===== src/rtl/mips_dbg_sequencer_if.sv =====
`default_nettype none
// +----------------------------------------------------------------------------+
// | mips_dbg_sequencer_if : UART FIFO / pipeline debug-port bundle             |
// | Revision : 1.0                                                             |
// +----------------------------------------------------------------------------+
interface mips_dbg_sequencer_if #(
  parameter int NB_REG  = 32,
  parameter int NB_BYTE = 8
);
  logic [NB_BYTE-1:0] rx_data;
  logic               rx_valid;
  logic               tx_full;
  logic [NB_REG-1:0]  reg_data;
  logic [NB_REG-1:0]  mem_data;
  logic               halt;
  logic [NB_BYTE-1:0] tx_data;
  logic               tx_wr;
  logic               w_mem;
  logic [NB_REG-1:0]  inst;
  logic [NB_REG-1:0]  addr_inst;
  logic               enable;
  logic               reset_mips;

  modport master (
    input  rx_data, rx_valid, tx_full, reg_data, mem_data, halt,
    output tx_data, tx_wr, w_mem, inst, addr_inst, enable, reset_mips
  );

  modport slave (
    output rx_data, rx_valid, tx_full, reg_data, mem_data, halt,
    input  tx_data, tx_wr, w_mem, inst, addr_inst, enable, reset_mips
  );
endinterface
`default_nettype wire


===== src/rtl/mips_dbg_sequencer.sv =====
`default_nettype none
// +----------------------------------------------------------------------------+
// | mips_dbg_sequencer : host command sequencer for the MIPS debug port        |
// | Revision : 1.0                                                             |
// +----------------------------------------------------------------------------+
module mips_dbg_sequencer #(
  parameter int NB_REG      = 32,
  parameter int NB_BYTE     = 8,
  parameter int N_REGS      = 32,
  parameter int N_MEM_WORDS = 16
) (
  input  wire logic             clk,
  input  wire logic             rst,
  mips_dbg_sequencer_if.master  dbg
);
  localparam int BYTES_PER_WORD = NB_REG / NB_BYTE;
  localparam int BC_W           = $clog2(BYTES_PER_WORD);
  localparam int MAX_N          = (N_REGS > N_MEM_WORDS) ? N_REGS : N_MEM_WORDS;
  localparam int IDX_W          = (MAX_N > 1) ? $clog2(MAX_N) : 1;

  localparam logic [NB_BYTE-1:0] CMD_LOAD  = NB_BYTE'(8'h4C);
  localparam logic [NB_BYTE-1:0] CMD_RUN   = NB_BYTE'(8'h52);
  localparam logic [NB_BYTE-1:0] CMD_STEP  = NB_BYTE'(8'h53);
  localparam logic [NB_BYTE-1:0] ACK_BYTE  = NB_BYTE'(8'h06);
  localparam logic [BC_W-1:0]    LAST_BYTE = BC_W'(BYTES_PER_WORD - 1);
  localparam logic [IDX_W-1:0]   LAST_REG  = IDX_W'(N_REGS - 1);
  localparam logic [IDX_W-1:0]   LAST_MEM  = IDX_W'(N_MEM_WORDS - 1);

  typedef enum logic [3:0] {
    IDLE, LD_CNT, LD_BYTE, LD_WRITE, LD_RST, LD_ACK,
    RUN, STEP, D_ADDR, D_WAIT, D_SEND, D_TRAIL
  } state_t;

  state_t             state, state_nx;
  logic [8:0]         word_cnt, word_cnt_nx;
  logic [8:0]         word_idx, word_idx_nx;
  logic [IDX_W-1:0]   dump_idx, dump_idx_nx;
  logic               mem_phase, mem_phase_nx;
  logic [BC_W-1:0]    byte_cnt, byte_cnt_nx;
  logic [NB_REG-1:0]  shreg, shreg_nx;
  logic [NB_REG-1:0]  addr_hold, addr_out;

  always_ff @(posedge clk) begin
    if (rst) begin
      state     <= IDLE;
      word_cnt  <= '0;
      word_idx  <= '0;
      dump_idx  <= '0;
      mem_phase <= 1'b0;
      byte_cnt  <= '0;
      shreg     <= '0;
      addr_hold <= '0;
    end else begin
      state     <= state_nx;
      word_cnt  <= word_cnt_nx;
      word_idx  <= word_idx_nx;
      dump_idx  <= dump_idx_nx;
      mem_phase <= mem_phase_nx;
      byte_cnt  <= byte_cnt_nx;
      shreg     <= shreg_nx;
      addr_hold <= addr_out;
    end
  end

  always_comb begin
    state_nx       = state;
    word_cnt_nx    = word_cnt;
    word_idx_nx    = word_idx;
    dump_idx_nx    = dump_idx;
    mem_phase_nx   = mem_phase;
    byte_cnt_nx    = byte_cnt;
    shreg_nx       = shreg;
    addr_out       = addr_hold;
    dbg.tx_data    = '0;
    dbg.tx_wr      = 1'b0;
    dbg.w_mem      = 1'b0;
    dbg.inst       = '0;
    dbg.enable     = 1'b0;
    dbg.reset_mips = 1'b0;

    unique case (state)
      IDLE: begin
        if (dbg.rx_valid) begin
          if (dbg.rx_data == CMD_LOAD)      state_nx = LD_CNT;
          else if (dbg.rx_data == CMD_RUN)  state_nx = RUN;
          else if (dbg.rx_data == CMD_STEP) state_nx = STEP;
        end
      end
      LD_CNT: begin
        if (dbg.rx_valid) begin
          // A count byte of zero stands for a full 256-word image
          word_cnt_nx = (dbg.rx_data == '0) ? 9'd256 : 9'(dbg.rx_data);
          word_idx_nx = '0;
          byte_cnt_nx = '0;
          state_nx    = LD_BYTE;
        end
      end
      LD_BYTE: begin
        if (dbg.rx_valid) begin
          shreg_nx    = {shreg[NB_REG-NB_BYTE-1:0], dbg.rx_data};
          byte_cnt_nx = byte_cnt + 1'b1;
          if (byte_cnt == LAST_BYTE) state_nx = LD_WRITE;
        end
      end
      LD_WRITE: begin
        dbg.w_mem   = 1'b1;
        dbg.inst    = shreg;
        addr_out    = NB_REG'({word_idx, 2'b00});
        word_idx_nx = word_idx + 9'd1;
        state_nx    = (word_idx == word_cnt - 9'd1) ? LD_RST : LD_BYTE;
      end
      LD_RST: begin
        dbg.reset_mips = 1'b1;
        state_nx       = LD_ACK;
      end
      LD_ACK: begin
        dbg.tx_data = ACK_BYTE;
        dbg.tx_wr   = !dbg.tx_full;
        if (!dbg.tx_full) state_nx = IDLE;
      end
      // Enable is gated by halt in the same cycle so a retired HALT never advances
      RUN: begin
        dbg.enable = !dbg.halt;
        if (dbg.halt) state_nx = D_ADDR;
      end
      STEP: begin
        dbg.enable = !dbg.halt;
        state_nx   = D_ADDR;
      end
      D_ADDR: begin
        addr_out = mem_phase ? NB_REG'({dump_idx, 2'b00}) : NB_REG'(dump_idx);
        state_nx = D_WAIT;
      end
      D_WAIT: begin
        shreg_nx    = mem_phase ? dbg.mem_data : dbg.reg_data;
        byte_cnt_nx = '0;
        state_nx    = D_SEND;
      end
      D_SEND: begin
        dbg.tx_data = shreg[NB_REG-1 -: NB_BYTE];
        dbg.tx_wr   = !dbg.tx_full;
        if (!dbg.tx_full) begin
          shreg_nx    = shreg << NB_BYTE;
          byte_cnt_nx = byte_cnt + 1'b1;
          if (byte_cnt == LAST_BYTE) begin
            state_nx = D_ADDR;
            if (!mem_phase) begin
              if (dump_idx == LAST_REG) begin
                mem_phase_nx = 1'b1;
                dump_idx_nx  = '0;
              end else begin
                dump_idx_nx = dump_idx + 1'b1;
              end
            end else if (dump_idx == LAST_MEM) begin
              mem_phase_nx = 1'b0;
              dump_idx_nx  = '0;
              state_nx     = D_TRAIL;
            end else begin
              dump_idx_nx = dump_idx + 1'b1;
            end
          end
        end
      end
      D_TRAIL: begin
        dbg.tx_data = NB_BYTE'(dbg.halt);
        dbg.tx_wr   = !dbg.tx_full;
        if (!dbg.tx_full) state_nx = IDLE;
      end
      default: state_nx = IDLE;
    endcase

    dbg.addr_inst = addr_out;
  end
endmodule
`default_nettype wire


===== src/flat_wrapper.sv =====
// flat-port wrapper written by rule: the top's interface ports become plain ports
module mips_dbg_sequencer_flat 
#(
  parameter int NB_REG      = 32,
  parameter int NB_BYTE     = 8,
  parameter int N_REGS      = 32,
  parameter int N_MEM_WORDS = 16
)
  (clk, rst, dbg_rx_data, dbg_rx_valid, dbg_tx_full, dbg_reg_data, dbg_mem_data, dbg_halt, dbg_tx_data, dbg_tx_wr, dbg_w_mem, dbg_inst, dbg_addr_inst, dbg_enable, dbg_reset_mips);
  mips_dbg_sequencer_if #(.NB_REG(NB_REG), .NB_BYTE(NB_BYTE)) dbg_i ();
  input  wire logic clk;
  input  wire logic rst;
  input wire logic [$bits(dbg_i.rx_data)-1:0] dbg_rx_data;
  input wire logic [$bits(dbg_i.rx_valid)-1:0] dbg_rx_valid;
  input wire logic [$bits(dbg_i.tx_full)-1:0] dbg_tx_full;
  input wire logic [$bits(dbg_i.reg_data)-1:0] dbg_reg_data;
  input wire logic [$bits(dbg_i.mem_data)-1:0] dbg_mem_data;
  input wire logic [$bits(dbg_i.halt)-1:0] dbg_halt;
  output wire logic [$bits(dbg_i.tx_data)-1:0] dbg_tx_data;
  output wire logic [$bits(dbg_i.tx_wr)-1:0] dbg_tx_wr;
  output wire logic [$bits(dbg_i.w_mem)-1:0] dbg_w_mem;
  output wire logic [$bits(dbg_i.inst)-1:0] dbg_inst;
  output wire logic [$bits(dbg_i.addr_inst)-1:0] dbg_addr_inst;
  output wire logic [$bits(dbg_i.enable)-1:0] dbg_enable;
  output wire logic [$bits(dbg_i.reset_mips)-1:0] dbg_reset_mips;
  assign dbg_i.rx_data = dbg_rx_data;
  assign dbg_i.rx_valid = dbg_rx_valid;
  assign dbg_i.tx_full = dbg_tx_full;
  assign dbg_i.reg_data = dbg_reg_data;
  assign dbg_i.mem_data = dbg_mem_data;
  assign dbg_i.halt = dbg_halt;
  assign dbg_tx_data = dbg_i.tx_data;
  assign dbg_tx_wr = dbg_i.tx_wr;
  assign dbg_w_mem = dbg_i.w_mem;
  assign dbg_inst = dbg_i.inst;
  assign dbg_addr_inst = dbg_i.addr_inst;
  assign dbg_enable = dbg_i.enable;
  assign dbg_reset_mips = dbg_i.reset_mips;
  mips_dbg_sequencer #(.NB_REG(NB_REG), .NB_BYTE(NB_BYTE), .N_REGS(N_REGS), .N_MEM_WORDS(N_MEM_WORDS)) u_core (.clk(clk), .rst(rst), .dbg(dbg_i));
endmodule

===== config.mk =====
export PLATFORM = sky130hd
export DESIGN_NAME = mips_dbg_sequencer_flat
export DESIGN_NICKNAME = d
export VERILOG_FILES = /design/src/rtl/mips_dbg_sequencer_if.sv /design/src/rtl/mips_dbg_sequencer.sv /design/src/flat_wrapper.sv
export SDC_FILE = /design/constraint.sdc
export NUM_CORES = 1
export LEC_CHECK = 0
export CAP_MARGIN = 40
export CORE_MARGIN = 2
export CORE_UTILIZATION = 68
export CTS_BUF_LIST = sky130_fd_sc_hd__clkbuf_4 sky130_fd_sc_hd__clkbuf_8
export CTS_CLUSTER_SIZE = 24
export DETAILED_ROUTE_END_ITERATION = 10
export DONT_BUFFER_PORTS = 1
export GPL_TIMING_DRIVEN = 1
export PLACE_DENSITY_LB_ADDON = 0.05
export SYNTH_ARGS = -nofsm -noshare
export SYNTH_HDL_FRONTEND = slang
export SYNTH_SLANG_ARGS = --single-unit
export TNS_END_PERCENT = 1

===== constraint.sdc =====
create_clock -name clk -period 4.7 [get_ports clk]
set_clock_uncertainty 0.1 [all_clocks]
set_input_delay 0.94 -clock clk [delete_from_list [all_inputs] [get_ports clk]]
set_output_delay 0.94 -clock clk [all_outputs]
set_load 0.01 [all_outputs]

Yosys cells after proc, flatten, opt, wreduce, memory -nomap -nowiden:

Index checks and enable logic that the tools add are counted.

* add/sub/neg operators: 4
* reductions and logical operators: 16
* mux-type cells: 40
* equal/unequal tests: 27
* bitwise operators: 1

Operators with widths (number)
* $mux W32: 4
* $pmux W32 S3: 1
* $pmux W32 S2: 1
* $mux W4: 12
* $pmux W4 S11: 1
* $eq A8 B7 Y1 const B: 3
* $pmux W8 S3: 1
* $mux W9: 2
* $pmux W9 S2: 1
* $eq A4 B3 Y1 const B: 4
* $eq A4 B4 Y1 const B: 4
* $mux W5: 3
* $ne A2 B2 Y1 const B: 6
* $add A9 B1 Y9 const B: 1
* $eq A9 B9 Y1: 1
* $reduce_and A9 Y1: 1
* $sub A9 B1 Y9 const B: 1
* $eq A4 B2 Y1 const B: 2
* $logic_not A8 Y1: 1
* $mux W2: 4
* $pmux W2 S4: 1
* $mux W1: 7
* $mux W7: 1
* $reduce_and A3 Y1: 2
* other kinds (19): 23

* logic and storage cells: 96
* flip-flop bits (word level): 94
* output and inout port bits: 76
* input port bits: 77

Logic depth before layout (Yosys ltp):

* depth after elaboration: 6
* gate-level depth with buffers: 10
* gate-level depth less buffers: 9

Worst setup path before layout:

No wires, ideal clock.

* kind: reg-to-output
* from: reg u_core.state[1]
* to: out dbg_addr_inst[3]
* data arrival time: 1447 ps
* setup slack: 2213 ps
* stages on the path, launching flop included: 7
* required time: 3660 ps
* buffers on the path: 1
* cells stage by stage: dfxtp_1 -> nor2b_2 -> nand2_1 -> inv_2 -> nor2_1 -> buf_2 -> a221o_1

* longest elaborated chain between the ends: 2
* elaborated cells on any way between the ends: 3
* classes of those cells: eq/ne (2); mux (1)

Ends and longest elaborated chain
* start, declared: line mips_dbg_sequencer.sv:34 `state_t state, state_nx;`
* start signal, assigned: line mips_dbg_sequencer.sv:54 `state <= state_nx;`
* $eq A4 B4 Y1 or $eq A4 B2 Y1 (tied branches): line mips_dbg_sequencer.sv:81 `unique case (state)`
* $pmux W32 S2 (*): line mips_dbg_sequencer.sv:81
* end, declared: line flat_wrapper.sv:23 `output wire logic [$bits(dbg_i.addr_inst)-1:0] dbg_addr_inst;`

Every way passes the cells marked *; elsewhere a longest branch is shown, timed or not.

Worst setup path after layout:

* from: reg u_core.state[1]
* to: out dbg_addr_inst[2]

The elaborated chain is that of the path after synthesis.

==> impl_metrics.tcl <==
set metrics [dict create \
    syn_area_um2 5150 \
    place_area_um2 5140 \
    p_sw_share_pct 34.9 \
    grt_pass1_wl_mm 20.8 \
    r2r_slack_ns 1.99 \
    outcome "completed" \
    peakVddDrop_v 0.000167 \
    grtUsageTotal_pct 30.6 \
    max-slew-margin-rel_pct 37.9 \
    async_flop_share_pct 0 \
    cts_resized 0 \
    r2r_cells 7 \
    p_per_area_nw_per_um2 345 \
    slew_viol_final 0 \
    worstSetupEndpointType "output port" \
    period_share_pct 78.6 \
    path_max_fanout 35 \
    drt-initial-drc-count 339 \
    setup_violations 0 \
    worst_slew_pin_slew_ns 0.931 \
    port-buffer-count 0 \
    num_rows 31 \
    start_util_pct 70.7 \
    p_switching_mw 0.641 \
    ios 153 \
    clkPwrFrac_pct 29.0 \
    timing.rr.start "u_core.state[0]$_SDFFE_PP0P_" \
    holdBufCountCts 0 \
    clockRootBuffer "clkbuf_8" \
    final-instance-count-excl-fill 707 \
    hold_depth 1 \
    p_leak_nw 2.12 \
    hold_viol 0 \
    die_area_um2 8290 \
    hold_end "u_core.addr_hold[24]$_SDFF_PP0_" \
    ant_nets 0 \
    final_area_um2 5340 \
    post-place-cells 691 \
    via_count 4585 \
    drive_above_1_share_pct 7.24 \
    worstSetupStartpointType "register" \
    nFillCells 616 \
    fmax_ghz 0.271 \
    wl_mm 13.0 \
    synth_area_per_cell_um2 8.09 \
    required_ns 3.66 \
    hp-class "register to register" \
    floorplan.die.width_um 91.1 \
    dp_hpwl_mm 9.04 \
    nNetsFinal 687 \
    grt_max_degree 74 \
    yosysUniqueCellTypes 58 \
    cap_violations 0 \
    wl_per_cell_um 18.3 \
    core-area_um2 7290 \
    n_antenna_cell 0 \
    syn_to_final_growth_pct 3.50 \
    cp.arrival_ns 2.65 \
    antenna_found_initial 0 \
    fin_tns_setup_ns 0 \
    yosysSeqAreaShare_pct 36.5 \
    grt_overflow 0 \
    ys.flop_type "dfxtp_1" \
    drc 0 \
    yosysWarnings 0 \
    rsz0062_at_grt "no" \
    grt_pass1_vias 4100 \
    ys_ff_latch 94 \
    synthCells 637 \
    p_int_mw 1.20 \
    reg2reg_to "u_core.word_idx[3]$_SDFFE_PP0P_" \
    cts_sinks 94 \
    place_congestion 0.901 \
    cts_tree "built" \
    pwr-share-seq_pct 48.5 \
    clkLatencyLatePin_ns 0.36 \
    cts_setup_buffers 0 \
    viasPerCell 6.49 \
    clockBufferDepth 2 \
    synth_edf_count 0 \
    post-route-min-period_ns 3.69 \
    cts_htree_levels 3 \
    finalPower_mw 1.84 \
    hold_start "u_core.addr_hold[24]$_SDFF_PP0_" \
    syn-num-nets 721 \
    die_h_um 91.1 \
    power_frac_comb_pct 22.5 \
    first_pass_iters 5 \
    crit_type "register to output port" \
    clk_pin_slew_ns 0.10 \
    hold_ws_ns 0.360 \
    cts_buffers 9 \
]
cells by family after synthesis:
family	Yosys count	synth area share [%]
and+or+nand+nor	292	29.3
AOI/OAI and AO/OA	121	15.8
DFF	94	36.5
buffers and inverters	62	5.02
muxes	46	9.15
xor gates and xnor gates	15	2.55
adders and majority gates	7	1.70
worst max-delay path: stages, from the launching register on:
cell     delay (ns)
dfxtp_1        0.65
nor2b_2        0.23
buf_4          0.29
nand2_1        0.13
inv_2          0.30
nor2_1         0.26
a221o_1        0.41
per-stage QoR:
step / utilization (%) / setup slack [ns]
after floorplan: - / 2.21
after global placement: 70.1 / 1.54
after detailed placement: 70.4 / 1.46
after CTS: 73.2 / 1.04
after global routing: 73.2 / 0.829
final: 73.2 / 1.01
layout by cell type (no fill, tap or decap), drive strengths merged, types with 4 or more instances in the layout:
master	instances
a221oi	10
mux2	9
xnor2	8
dfxtp	94
nor3	15
and2	27
nand3	18
nand2b	9
a21o	4
nor2b	12
and3	60
clkbuf	9
buf	7
nand4	4
o211ai	24
xor2	7
nor4	4
or3	4
nor2	48
a22o	4
mux2i	37
ha	7
nand2	77
inv	14
o21ai	9
a21oi	45
layer usage:
| metal | GRT usage [%] | wire (µm) |
|---|---|---|
| met1 | 41.4 | 5420 |
| met5 | 0 | 0 |
| met2 | 48.8 | 6120 |
| met4 | 9.34 | 183 |
| met3 | 7.14 | 1240 |
synth_stat cells, drive strengths merged, types with 7 or more instances:
cell type  instances  area (µm²)
a221oi            10        87.6
and2              27         169
nand3             18        90.1
xor2               7        61.3
nor3              15        80.1
clkbuf            29         109
a21oi             45         225
o211ai            24         180
nor2b             12        77.6
dfxtp             94        1880
mux2i             37         370
mux2               9         101
nand2             77         289
o21ai              9        45.0
xnor2              8        70.1
inv               10        37.5
buf               23         113
ha                 7        87.6
nand2b             9        56.3
and3              60         375
nor2              48         183
flip-flops by register name (all words and copies together), names as in the netlist, named ones only:
name              cells
u_core.addr_hold     32
u_core.shreg         32
u_core.word_cnt       9
u_core.word_idx       9
u_core.dump_idx       5
u_core.state          4
u_core.byte_cnt       2
power groups by stage:
stage / clock network, mW / logic (mW) / registers (mW)
after global placement: 0 / 0.386 / 0.902
after floorplan: 0 / 0.367 / 0.863
after global routing: 0.573 / 0.452 / 0.898
after detailed placement: 0 / 0.402 / 0.906
after CTS: 0.541 / 0.405 / 0.888
final: 0.534 / 0.413 / 0.891
how the worst max path moves through the flow:
stage	startpoint	endpoint	slack, ns	depth (start not counted)
CTS	u_core.state[1]$_SDFFE_PP0P_	dbg_addr_inst[2]	1.04	6
detailed placement	u_core.state[1]$_SDFFE_PP0P_	dbg_addr_inst[2]	1.46	6
global route	u_core.state[1]$_SDFFE_PP0P_	dbg_addr_inst[2]	0.83	6
global placement	u_core.state[1]$_SDFFE_PP0P_	dbg_addr_inst[3]	1.54	6
finish	u_core.state[1]$_SDFFE_PP0P_	dbg_addr_inst[2]	1.01	6
floorplan	u_core.state[1]$_SDFFE_PP0P_	dbg_addr_inst[3]	2.21	6
cell type report:
| class | instances | area [µm²] | area share [%] |
|---|---|---|---|
| Inverter | 10 | 37.5 | 0.704 |
| Multi-Input combinational cell | 481 | 3020 | 56.6 |
| Sequential cell | 94 | 1880 | 35.3 |
| Tap cell | 99 | 124 | 2.32 |
| Clock inverter | 7 | 75.1 | 1.41 |
| Clock buffer | 9 | 124 | 2.32 |
| Timing Repair Buffer | 7 | 72.6 | 1.36 |
Power figures use the tool's default switching activity.
